File: src/rtl/sequenciador_comporta.sv
// -----------------------------------------------------------------------------
// sequenciador_comporta
//
// Gate sequencer between the serial weight-frame receiver and the servo PWM
// datapath. Each BCD weight frame is checked against its [peso_min, peso_max]
// window. CONFIRM_FRAMES consecutive in-range frames open the gate
// automatically, and a rising edge on abrir opens it manually. The gate then
// runs open -> hold -> close through a start/done handshake with the servo,
// with a timeout on every movement.
//
// Optional feature (compile-time macro COMPORTA_FECHA_ANTECIPADO_EN):
//   When defined, a valid out-of-range frame seen while an automatically
//   opened gate is held open starts the close sequence at once.
//
// Ports:
//   clock       in   system clock, rising edge
//   reset       in   asynchronous, active-low reset
//   enable      in   1 = automatic evaluation of frames allowed
//   new_frame   in   one-cycle pulse, weight fields valid
//   peso_max    in   [7:0] BCD {tens,units}, upper limit (0x00 = auto disabled)
//   peso_min    in   [7:0] BCD {tens,units}, lower limit
//   peso_atual  in   [7:0] BCD {tens,units}, measured weight
//   abrir       in   manual open request, synchronous level
//   mov_done    in   one-cycle pulse from servo, position reached
//   cmd_open    out  servo target, 1 = open position
//   mov_start   out  one-cycle pulse, servo begins movement
//   gate_open   out  1 while the gate is held open
//   busy        out  1 while a sequence is in progress
//   erro        out  1 after a movement timeout (cleared only by reset)
//   erro_bcd    out  sticky, last frame had a nibble > 9
//   db_estado   out  [3:0] state code for the display mux
// -----------------------------------------------------------------------------
module sequenciador_comporta #(
    parameter int CONFIRM_FRAMES = 3,
    parameter int HOLD_CYCLES    = 50000000,
    parameter int TIMEOUT_CYCLES = 100000000
) (
    input  logic       clock,
    input  logic       reset,
    input  logic       enable,
    input  logic       new_frame,
    input  logic [7:0] peso_max,
    input  logic [7:0] peso_min,
    input  logic [7:0] peso_atual,
    input  logic       abrir,
    input  logic       mov_done,
    output logic       cmd_open,
    output logic       mov_start,
    output logic       gate_open,
    output logic       busy,
    output logic       erro,
    output logic       erro_bcd,
    output logic [3:0] db_estado
);

    typedef enum logic [2:0] {
        IDLE     = 3'd0,
        AVALIA   = 3'd1,
        ABRINDO  = 3'd2,
        ABERTA   = 3'd3,
        FECHANDO = 3'd4,
        ERRO     = 3'd5
    } estado_t;

    localparam int CONF_W = $clog2(CONFIRM_FRAMES + 1);
    localparam int HOLD_W = (HOLD_CYCLES > 1) ? $clog2(HOLD_CYCLES) : 1;
    localparam int TO_W   = (TIMEOUT_CYCLES > 1) ? $clog2(TIMEOUT_CYCLES) : 1;

    localparam logic [CONF_W-1:0] CONF_TARGET = CONF_W'(CONFIRM_FRAMES);
    localparam logic [CONF_W-1:0] CONF_LAST   = CONF_W'(CONFIRM_FRAMES - 1);
    localparam logic [HOLD_W-1:0] HOLD_LAST   = HOLD_W'(HOLD_CYCLES - 1);
    localparam logic [TO_W-1:0]   TO_LAST     = TO_W'(TIMEOUT_CYCLES - 1);

    // Both nibbles must be decimal digits.
    function automatic logic bcd_ok(input logic [7:0] v);
        return (v[7:4] <= 4'd9) && (v[3:0] <= 4'd9);
    endfunction

    // For valid BCD, an unsigned byte compare is a tens-then-units digit
    // compare, because the tens digit occupies the upper nibble.
    // peso_max == 0 disables the automatic window entirely.
    function automatic logic in_range(input logic [7:0] mx,
                                      input logic [7:0] mn,
                                      input logic [7:0] at);
        return (mx != 8'h00) && (mn <= at) && (at <= mx);
    endfunction

    estado_t           state;
    logic              abrir_q;
    logic [CONF_W-1:0] conf_cnt;
    logic [HOLD_W-1:0] hold_cnt;
    logic [TO_W-1:0]   to_cnt;
    logic [7:0]        cap_max;
    logic [7:0]        cap_min;
    logic [7:0]        cap_atual;
`ifdef COMPORTA_FECHA_ANTECIPADO_EN
    logic              auto_open;   // current opening came from frame confirmation
`endif

    logic abrir_rise;
    logic frame_bcd_ok;
    logic valid_frame;
    logic frame_in_range;
    logic cap_in_range;

    assign abrir_rise     = abrir & ~abrir_q;
    assign frame_bcd_ok   = bcd_ok(peso_max) && bcd_ok(peso_min) && bcd_ok(peso_atual);
    assign valid_frame    = new_frame && frame_bcd_ok;
    assign frame_in_range = in_range(peso_max, peso_min, peso_atual);
    assign cap_in_range   = in_range(cap_max, cap_min, cap_atual);

    // NOTE: every register here, capture fields included, has a reset value
    // so that the first evaluation after reset never sees X data.
    always_ff @(posedge clock or negedge reset) begin
        if (!reset) begin
            state     <= IDLE;
            mov_start <= 1'b0;
            abrir_q   <= 1'b0;
            erro_bcd  <= 1'b0;
            conf_cnt  <= '0;
            hold_cnt  <= '0;
            to_cnt    <= '0;
            cap_max   <= '0;
            cap_min   <= '0;
            cap_atual <= '0;
`ifdef COMPORTA_FECHA_ANTECIPADO_EN
            auto_open <= 1'b0;
`endif
        end else begin
            // NOTE: non-blocking assignments; the default below is overridden
            // by any later assignment in the same cycle (last one wins).
            mov_start <= 1'b0;
            abrir_q   <= abrir;

            // Sticky until the next frame with all-decimal nibbles.
            if (new_frame)
                erro_bcd <= !frame_bcd_ok;

            case (state)
                IDLE: begin
                    if (abrir_rise) begin
                        // Manual open wins; a same-cycle frame is discarded.
                        state     <= ABRINDO;
                        mov_start <= 1'b1;
                        to_cnt    <= '0;
`ifdef COMPORTA_FECHA_ANTECIPADO_EN
                        auto_open <= 1'b0;
`endif
                    end else if (valid_frame && enable) begin
                        state     <= AVALIA;
                        cap_max   <= peso_max;
                        cap_min   <= peso_min;
                        cap_atual <= peso_atual;
                    end
                    if (!enable)
                        conf_cnt <= '0;
                end

                AVALIA: begin
                    if (cap_in_range) begin
                        if (conf_cnt < CONF_TARGET)
                            conf_cnt <= conf_cnt + 1'b1;
                        if (conf_cnt >= CONF_LAST) begin
                            state     <= ABRINDO;
                            mov_start <= 1'b1;
                            to_cnt    <= '0;
`ifdef COMPORTA_FECHA_ANTECIPADO_EN
                            auto_open <= 1'b1;
`endif
                        end else begin
                            state <= IDLE;
                        end
                    end else begin
                        conf_cnt <= '0;
                        state    <= IDLE;
                    end
                end

                ABRINDO: begin
                    if (mov_done) begin
                        state    <= ABERTA;
                        hold_cnt <= '0;
                    end else if (to_cnt == TO_LAST) begin
                        state <= ERRO;
                    end else begin
                        to_cnt <= to_cnt + 1'b1;
                    end
                end

                ABERTA: begin
                    if (abrir_rise || (valid_frame && frame_in_range)) begin
                        hold_cnt <= '0;
`ifdef COMPORTA_FECHA_ANTECIPADO_EN
                    end else if (valid_frame && auto_open) begin
                        // Weight left the window while auto-opened: close now.
                        state     <= FECHANDO;
                        mov_start <= 1'b1;
                        to_cnt    <= '0;
`endif
                    end else if (hold_cnt == HOLD_LAST) begin
                        state     <= FECHANDO;
                        mov_start <= 1'b1;
                        to_cnt    <= '0;
                    end else begin
                        hold_cnt <= hold_cnt + 1'b1;
                    end
                end

                FECHANDO: begin
                    if (mov_done) begin
                        state    <= IDLE;
                        conf_cnt <= '0;
                    end else if (to_cnt == TO_LAST) begin
                        state <= ERRO;
                    end else begin
                        to_cnt <= to_cnt + 1'b1;
                    end
                end

                ERRO: state <= ERRO;

                // NOTE: the unused encodings 6 and 7 fall back to IDLE
                // instead of locking up.
                default: state <= IDLE;
            endcase
        end
    end

    // Level outputs are pure decodes of the state flops; mov_start is a flop.
    assign cmd_open  = (state == ABRINDO) || (state == ABERTA);
    assign gate_open = (state == ABERTA);
    assign busy      = (state == AVALIA) || (state == ABRINDO) ||
                       (state == ABERTA) || (state == FECHANDO);
    assign erro      = (state == ERRO);
    assign db_estado = {1'b0, state};

endmodule

File: config.mk
export PLATFORM = sky130hd
export DESIGN_NAME = sequenciador_comporta
export DESIGN_NICKNAME = d
export VERILOG_FILES = /design/src/rtl/sequenciador_comporta.sv
export SDC_FILE = /design/constraint.sdc
export NUM_CORES = 1
export LEC_CHECK = 0
export BUFFER_PORTS_ARGS = -buffer_cell sky130_fd_sc_hd__buf_4
export CAP_MARGIN = 20
export CORE_MARGIN = 10
export CORE_UTILIZATION = 30
export CTS_BUF_LIST = sky130_fd_sc_hd__clkbuf_4 sky130_fd_sc_hd__clkbuf_8
export DETAILED_ROUTE_END_ITERATION = 12
export GPL_TIMING_DRIVEN = 0
export PLACE_DENSITY_LB_ADDON = 0.25
export SYNTH_ARGS = -nofsm -noshare
export SYNTH_HDL_FRONTEND = slang
export SYNTH_SLANG_ARGS = --single-unit
File: constraint.sdc
create_clock -name clock -period 3.1 [get_ports clock]
set_input_delay 0.465 -clock clock [delete_from_list [all_inputs] [get_ports clock]]
set_output_delay 0.465 -clock clock [all_outputs]
set_load 0.01 [all_outputs]
==> metrics.md, run 1 <==
| Metric | Value |
|---|---|
| Total gr overflow | `0` |
| Placed Area | `approximately 0.006 mm²` |
| IO buf count | `38` |
| Synth warnings | `0` |
| Wirelength, routed | `about 15000 µm` |
| Initial antenna violation count | `0` |
| Post-synth EDFFs | `0` |
| CTS buffer count | `9` |
| Status | `completed` |
| PwrDens | `633.3 mW/mm²` |
| WP data arrival | `about 3.1 ns` |
| Ys flop type | `dfrtp_1` |
| Post-Place Cells | `888` |
| Initial Util | `0.3036` |
| Most area-hungry cell type in the Yosys netlist | `dfrtp_1` |
| Post-DP HPWL | `11330 µm` |
| I/O pin total | `40` |
| Fmax | `between 300 and 400 MHz` |
| Max-Cap Viols | `0` |
| Placeable Area | `about 0.018 mm²` |
| Post-synth top area share | `0.3927` |
| Gpl congestion | `0.7897` |
| Max Root-Sink Buffers | `2` |
| Worst slew pin tran | `between 1 and 1.5 ns` |
| Post-synth design cell area | `between 0.005 and 0.006 mm²` |
| Fin cells | `roughly 900` |
| Layout cells sized above 1 | `0.1422` |
| Flop and latch count out of synthesis | `85` |
| Clock Skew | `about 0.013 ns` |
| Worst VDD drop | `about 0.34 mV` |
| Sink Count | `85` |
| Row cnt | `around 50` |
| Clock latency on the worst-skew pair | `between 0.3 and 0.4 ns` |
| TNS Setup | `0 ns` |
| Sequential-to-total area share from yosys stat | `0.3927` |
| RSZ-0062 raised after global routing | `no` |
| N_diodes | `0` |
| Period utilisation layout | `0.9190` |
| Async SR Flop Fraction | `1.000` |
| Root Buffer | `clkbuf_8` |
| Top-count cell post-synth | `dfrtp_1` |
| Hold WC Path Type | `primary input to asynchronous set/reset pin` |
| Die Y-Extent | `approximately 150 µm` |
| CTS H-tree lvls | `3` |
| Largest net degree at the start of global routing | `52` |
| Nets | `approximately 740` |
| Clock slew at reported path FFs | `around 0.090 ns` |
| All-Layer GR Usage | `0.1252` |
| CP startpoint kind | `primary input` |
| Syn Area/Cell | `8.736 µm²` |
| CTS Hold Bufs | `0` |
| Vias in the first global route | `4779` |
| Via count | `4857` |
| Slew HR | `0.1922` |
| Most area-consuming cells after synthesis | `dfrtp_1 (39%), ha_1 (8.3%), o21ai_0 (4.4%), nand2_1 (4.4%), a31oi_1 (4.3%)` |
| Fin crit period | `between 2 and 3 ns` |
| DRC | `0` |
| First-pass GRT wire length | `~25000 µm` |
| DR vias/cell | `5.373` |
| Die X-Extent | `approximately 150 µm` |
| Iteration-0 DRC Markers | `~410` |
| Final instance area | `0.006246 mm²` |
| Die area | `approximately 0.024 mm²` |
| Mapped Nets | `about 690` |
| Max-slew violation count | `0` |
| Setup Viol. Count Final | `0` |
| Remaining antenna violation count | `0` |
| WL per Instance | `about 17 µm` |
| Drt first pass iters | `5` |
| Cell variety after synth | `62` |
| Setup CP Type | `primary input to flop` |
| Leakage | `0.002696 µW` |
| Syn Inst Count | `between 600 and 700` |
| Final Hold Fails | `0` |
| Worst Path Required | `between 3 and 4 ns` |
| Fillcell total | `~1800` |
| CP max FO | `10` |
| Critical Path End Type | `flop` |
| Leading cell types by count after synthesis | `dfrtp_1 (85), nand2_1 (64), inv_1 (60)` |
| Area grow syn2layout | `15.32%` |
| CTS tree | `done` |
area by class of cell:
type,instances,area (µm²),share of cell area
clock buffer,12,146.4,0.02344
inverter,60,225.2,0.03606
multi-input combinational,452,2948,0.4720
buffer,23,127.6,0.02043
timing repair buffer,39,312.8,0.05008
tap,229,286.5,0.04587
sequential,85,2127,0.3405
clock inverter,4,72.57,0.01162
routing by layer:
metal	routed length, µm	global-route usage
met1	7182	0.1674
met2	7093	0.2033
met3	424	0.01719
met4	218	0.03959
met5	0	0
sequential cells by signal (all words and copies together), names as in the netlist:
name,cells
mov_start,1
state,3
cap_min,8
cap_atual,8
cap_max,8
abrir_q,1
hold_cnt,26
conf_cnt,2
erro_bcd,1
to_cnt,27
critical path, cell delays in order:
cell	delay, ns
buf_4	0.11
inv_1	0.04
ha_1	0.30
and4b_1	0.19
a211oi_1	0.30
o22ai_1	0.24
o41ai_4	0.65
buf_2	0.34
nor3_1	0.08
o21ai_0	0.25
o41ai_2	0.12
path summary, 6_finish.rpt:
| check | from | to | slack [ns] | depth (start not counted) |
|---|---|---|---|---|
| setup / recovery | peso_atual[3] | hold_cnt[21]$_DFFE_PN0P_ | 0.25 | 11 |
| max in group asynchronous | reset | abrir_q$_DFF_PN0_ | 2.41 | 2 |
| min in group clock | abrir | abrir_q$_DFF_PN0_ | 0.24 | 1 |
| setup reg to reg | hold_cnt[2]$_DFFE_PN0P_ | hold_cnt[21]$_DFFE_PN0P_ | 0.28 | 7 |
| hold / removal | reset | cap_min[0]$_DFFE_PN0P_ | 0.06 | 1 |
| hold reg to reg | hold_cnt[25]$_DFFE_PN0P_ | hold_cnt[25]$_DFFE_PN0P_ | 0.49 | 1 |
cell families (layout without fill, tap and decap cells):
group	Yosys count	in the layout	share of synthesized area
AND/OR/NAND/NOR	227	227	0.2195
AO/OA/AOI/OAI	175	175	0.2134
flip-flops	85	85	0.3927
buffers and inverters	83	138	0.06514
adder cells (fa/ha/maj)	36	36	0.08316
multiplexers	11	11	0.02218
XOR/XNOR	2	2	0.003235
other	1	1	0.0006923
where the power goes:
| group | internal [µW] | switching, µW |
|---|---|---|
| clock | 480 | 410 |
| sequential | 1320 | 189 |
| combinational | 586 | 973 |
metrics by stage:
step | hold WS (ns) | power (µW) | util | setup slack (ns)
after global placement | 0.4625 | 3006 | 0.3356 | -0.2572
after floorplan | 0.1694 | 2545 | - | 0.5418
after CTS | 0.06303 | 3988 | 0.3495 | 0.02372
after detailed placement | 0.4658 | 3079 | 0.3372 | -0.3782
after global routing | 0.08509 | 4269 | 0.3501 | 0.1154
final | 0.05607 | 3956 | 0.3501 | 0.2512
cells in the final DEF (no fill, tap or decap), drive strengths merged, types with 10 or more instances in the layout:
cell type | synthesis | final
nand3 | 21 | 21
nand2 | 65 | 65
buf | 12 | 51
nand4 | 20 | 20
dfrtp | 85 | 85
a31oi | 41 | 41
o21ai | 55 | 55
a21oi | 26 | 26
or3 | 11 | 11
clkbuf | 11 | 23
inv | 60 | 60
o31ai | 10 | 10
nor2 | 34 | 34
ha | 36 | 36
nor3 | 25 | 25
what timing repair did:
item | in CTS | in global routing
resized for setup | 0 | 1
setup buffers | 0 | 0
endpoints found under the setup margin | 0 | 7
(Power assumes the default switching activity.)
==> run 2, diff against run 1 <==
- SLEW_MARGIN: not set -> 15
- clock period: 3.1 -> 3.66 ns (I/O delays scaled with it)
==> metrics.md, run 2 (synthesized netlist as in run 1, its figures left out) <==
| Metric | Value |
|---|---|
| Placeable Area | `0.01784 mm² (unchanged)` |
| Status | `completed` |
| CP max-delay cell | `o41ai_2` |
| Clock latency on the worst-skew pair | `0.37 ns (about the same)` |
| Most used cell, CP | `o41ai_2` |
| Worst VDD drop | `0.2842 mV (-15%)` |
| Gpl congestion | `0.7897 (unchanged)` |
| Slew HR | `0.2156 (+0.02332)` |
| M2 GR Usage | `0.2033 (unchanged)` |
| RSZ-0062 raised after global routing | `no` |
| Iteration-0 DRC Markers | `404 (-2.2%)` |
| Setup Viol. Count Final | `0 (unchanged)` |
| PwrDens | `537.3 mW/mm² (-15%)` |
| CTS Hold Bufs | `0 (unchanged)` |
| Post-DP HPWL | `11330 µm (unchanged)` |
| Initial antenna violation count | `0 (unchanged)` |
| CP max FO | `10 (unchanged)` |
| Post-CTS Resized | `0 (unchanged)` |
| Post-Place Cells | `888 (unchanged)` |
| Largest register FFs | `27 (unchanged)` |
| DR vias/cell | `5.381 (+0.14%)` |
| Die Y-Extent | `154.4 µm (unchanged)` |
| GR Util met3 | `0.01719 (unchanged)` |
| Largest register by flop count | `to_cnt` |
| CP startpoint kind | `primary input` |
| Place WS | `0.09779 ns (+0.4760 ns)` |
| Fmax | `around 320 MHz` |
| Final setup margin | `0.4930 ns (+0.2418 ns)` |
| Die area | `0.02383 mm² (unchanged)` |
| Fin crit period | `roughly 3.2 ns` |
| Clock Skew | `0.01344 ns (+0.00005050 ns)` |
| Max-slew violation count | `0 (unchanged)` |
| IO buf count | `38 (unchanged)` |
| Placed Area | `0.006016 mm² (unchanged)` |
| CTS tree | `done` |
| Drt first pass iters | `5 (unchanged)` |
| Largest net degree at the start of global routing | `52 (unchanged)` |
| CTS H-tree lvls | `3 (unchanged)` |
| Row cnt | `49 (unchanged)` |
| Commonest non-fill, non-tap cell in the layout | `dfrtp_1` |
| M1 GR Usage | `0.1674 (unchanged)` |
| Worst slew pin tran | `1.160 ns (-0.03450 ns)` |
| Most frequent cells in the layout | `dfrtp_1 (85), nand2_1 (64), inv_1 (60)` |
| Clock slew at reported path FFs | `0.09 ns (about the same)` |
| Area grow syn2layout | `15.11%` |
| Period utilisation layout | `0.8653` |
| Fin cells | `904 (unchanged)` |
| GR peak layer | `met2` |
| WL per Instance | `16.49 µm (-0.10%)` |
| # Post-CTS Setup Buffers | `0 (unchanged)` |
| All-Layer GR Usage | `0.1252 (unchanged)` |
| Remaining antenna violation count | `0 (unchanged)` |
| Leakage | `0.002696 µW (about the same)` |
| Worst Path Required | `3.91 ns (+0.56 ns)` |
| Max Root-Sink Buffers | `2 (unchanged)` |
| Final instance area | `0.006235 mm² (-0.18%)` |
| Critical Path End Type | `flop` |
| Die X-Extent | `154.4 µm (unchanged)` |
| CTS buffer count | `9 (unchanged)` |
| Vias in the first global route | `4779 (unchanged)` |
| Largest stage delay on the critical path | `0.88 ns (+0.23 ns)` |
| Nets | `736 (unchanged)` |
| Setup CP Type | `primary input to flop` |
| Hold WC Path Type | `primary input to asynchronous set/reset pin` |
| TNS Setup | `0 ns (unchanged)` |
| Final Hold Fails | `0 (unchanged)` |
| R2R depth | `7 (unchanged)` |
| Root Buffer | `clkbuf_8` |
| Max-Cap Viols | `0 (unchanged)` |
| N_diodes | `0 (unchanged)` |
| I/O pin total | `40 (unchanged)` |
| First-pass GRT wire length | `24940 µm (unchanged)` |
| Via count | `4864 (+0.14%)` |
| Total gr overflow | `0 (unchanged)` |
| Initial Util | `0.3036 (unchanged)` |
| Layout cells sized above 1 | `0.1422 (unchanged)` |
| CP cell instances | `buf_4, inv_1, ha_1, and4b_1, a211oi_1, o22ai_1, o41ai_2, buf_2, nor3_1, o21ai_0, o41ai_2` |
| Sink Count | `85 (unchanged)` |
| WP data arrival | `3.42 ns (+0.32 ns)` |
| DRC | `0 (unchanged)` |
| Wirelength, routed | `14910 µm (-0.10%)` |
| Top flop regs | `to_cnt x27, hold_cnt x26` |
run 2: stage by stage:
step / hold WS, ns / power, µW / util
5_1_grt: 0.1691 / 3613 / 0.3495
2_1_floorplan: 0.2534 / 2155 / -
3_5_place_dp: 0.4754 / 2608 / 0.3372
3_3_place_gp: 0.4625 / 2546 / 0.3356
6_report: 0.1395 / 3350 / 0.3495
4_1_cts: 0.1470 / 3378 / 0.3495
run 2: critical path, delay by kind of cell:
family / cells / cell delay (ns)
AO/OA/AOI/OAI: 5 / 1.77
buffers and inverters: 3 / 0.52
adder cells (fa/ha/maj): 1 / 0.30
AND/OR/NAND/NOR: 2 / 0.27
run 2: worst paths after layout:
| path | start | to | slack (ns) |
|---|---|---|---|
| hold reg to reg | hold_cnt[25]$_DFFE_PN0P_ | hold_cnt[25]$_DFFE_PN0P_ | 0.50 |
| max in group asynchronous | reset | abrir_q$_DFF_PN0_ | 2.89 |
| setup / recovery | peso_atual[3] | hold_cnt[21]$_DFFE_PN0P_ | 0.49 |
| min in group clock | abrir | abrir_q$_DFF_PN0_ | 0.32 |
| setup reg to reg | hold_cnt[0]$_DFFE_PN0P_ | hold_cnt[21]$_DFFE_PN0P_ | 0.87 |
| hold / removal | reset | cap_min[0]$_DFFE_PN0P_ | 0.14 |
run 2: cell type report:
| class | count | area (µm²) |
|---|---|---|
| Fill cell | 1844 | 11610 |
| Multi-Input combinational cell | 452 | 2937 |
| Sequential cell | 85 | 2127 |
| Timing Repair Buffer | 39 | 312.8 |
| Tap cell | 229 | 286.5 |
| Inverter | 60 | 225.2 |
| Clock buffer | 12 | 146.4 |
| Buffer | 23 | 127.6 |
| Clock inverter | 4 | 72.57 |
run 2: power by group:
group / internal [µW] / switching [µW]
combinational: 495 / 821
sequential: 1120 / 161
clock: 407 / 350
run 2: per-layer routing:
layer | share of wire | up-vias
li1 | - | 2370
met1 | 0.47 | 2371
met2 | 0.48 | 107
met3 | 0.029 | 16
met4 | 0.015 | 0
met5 | 0 | -
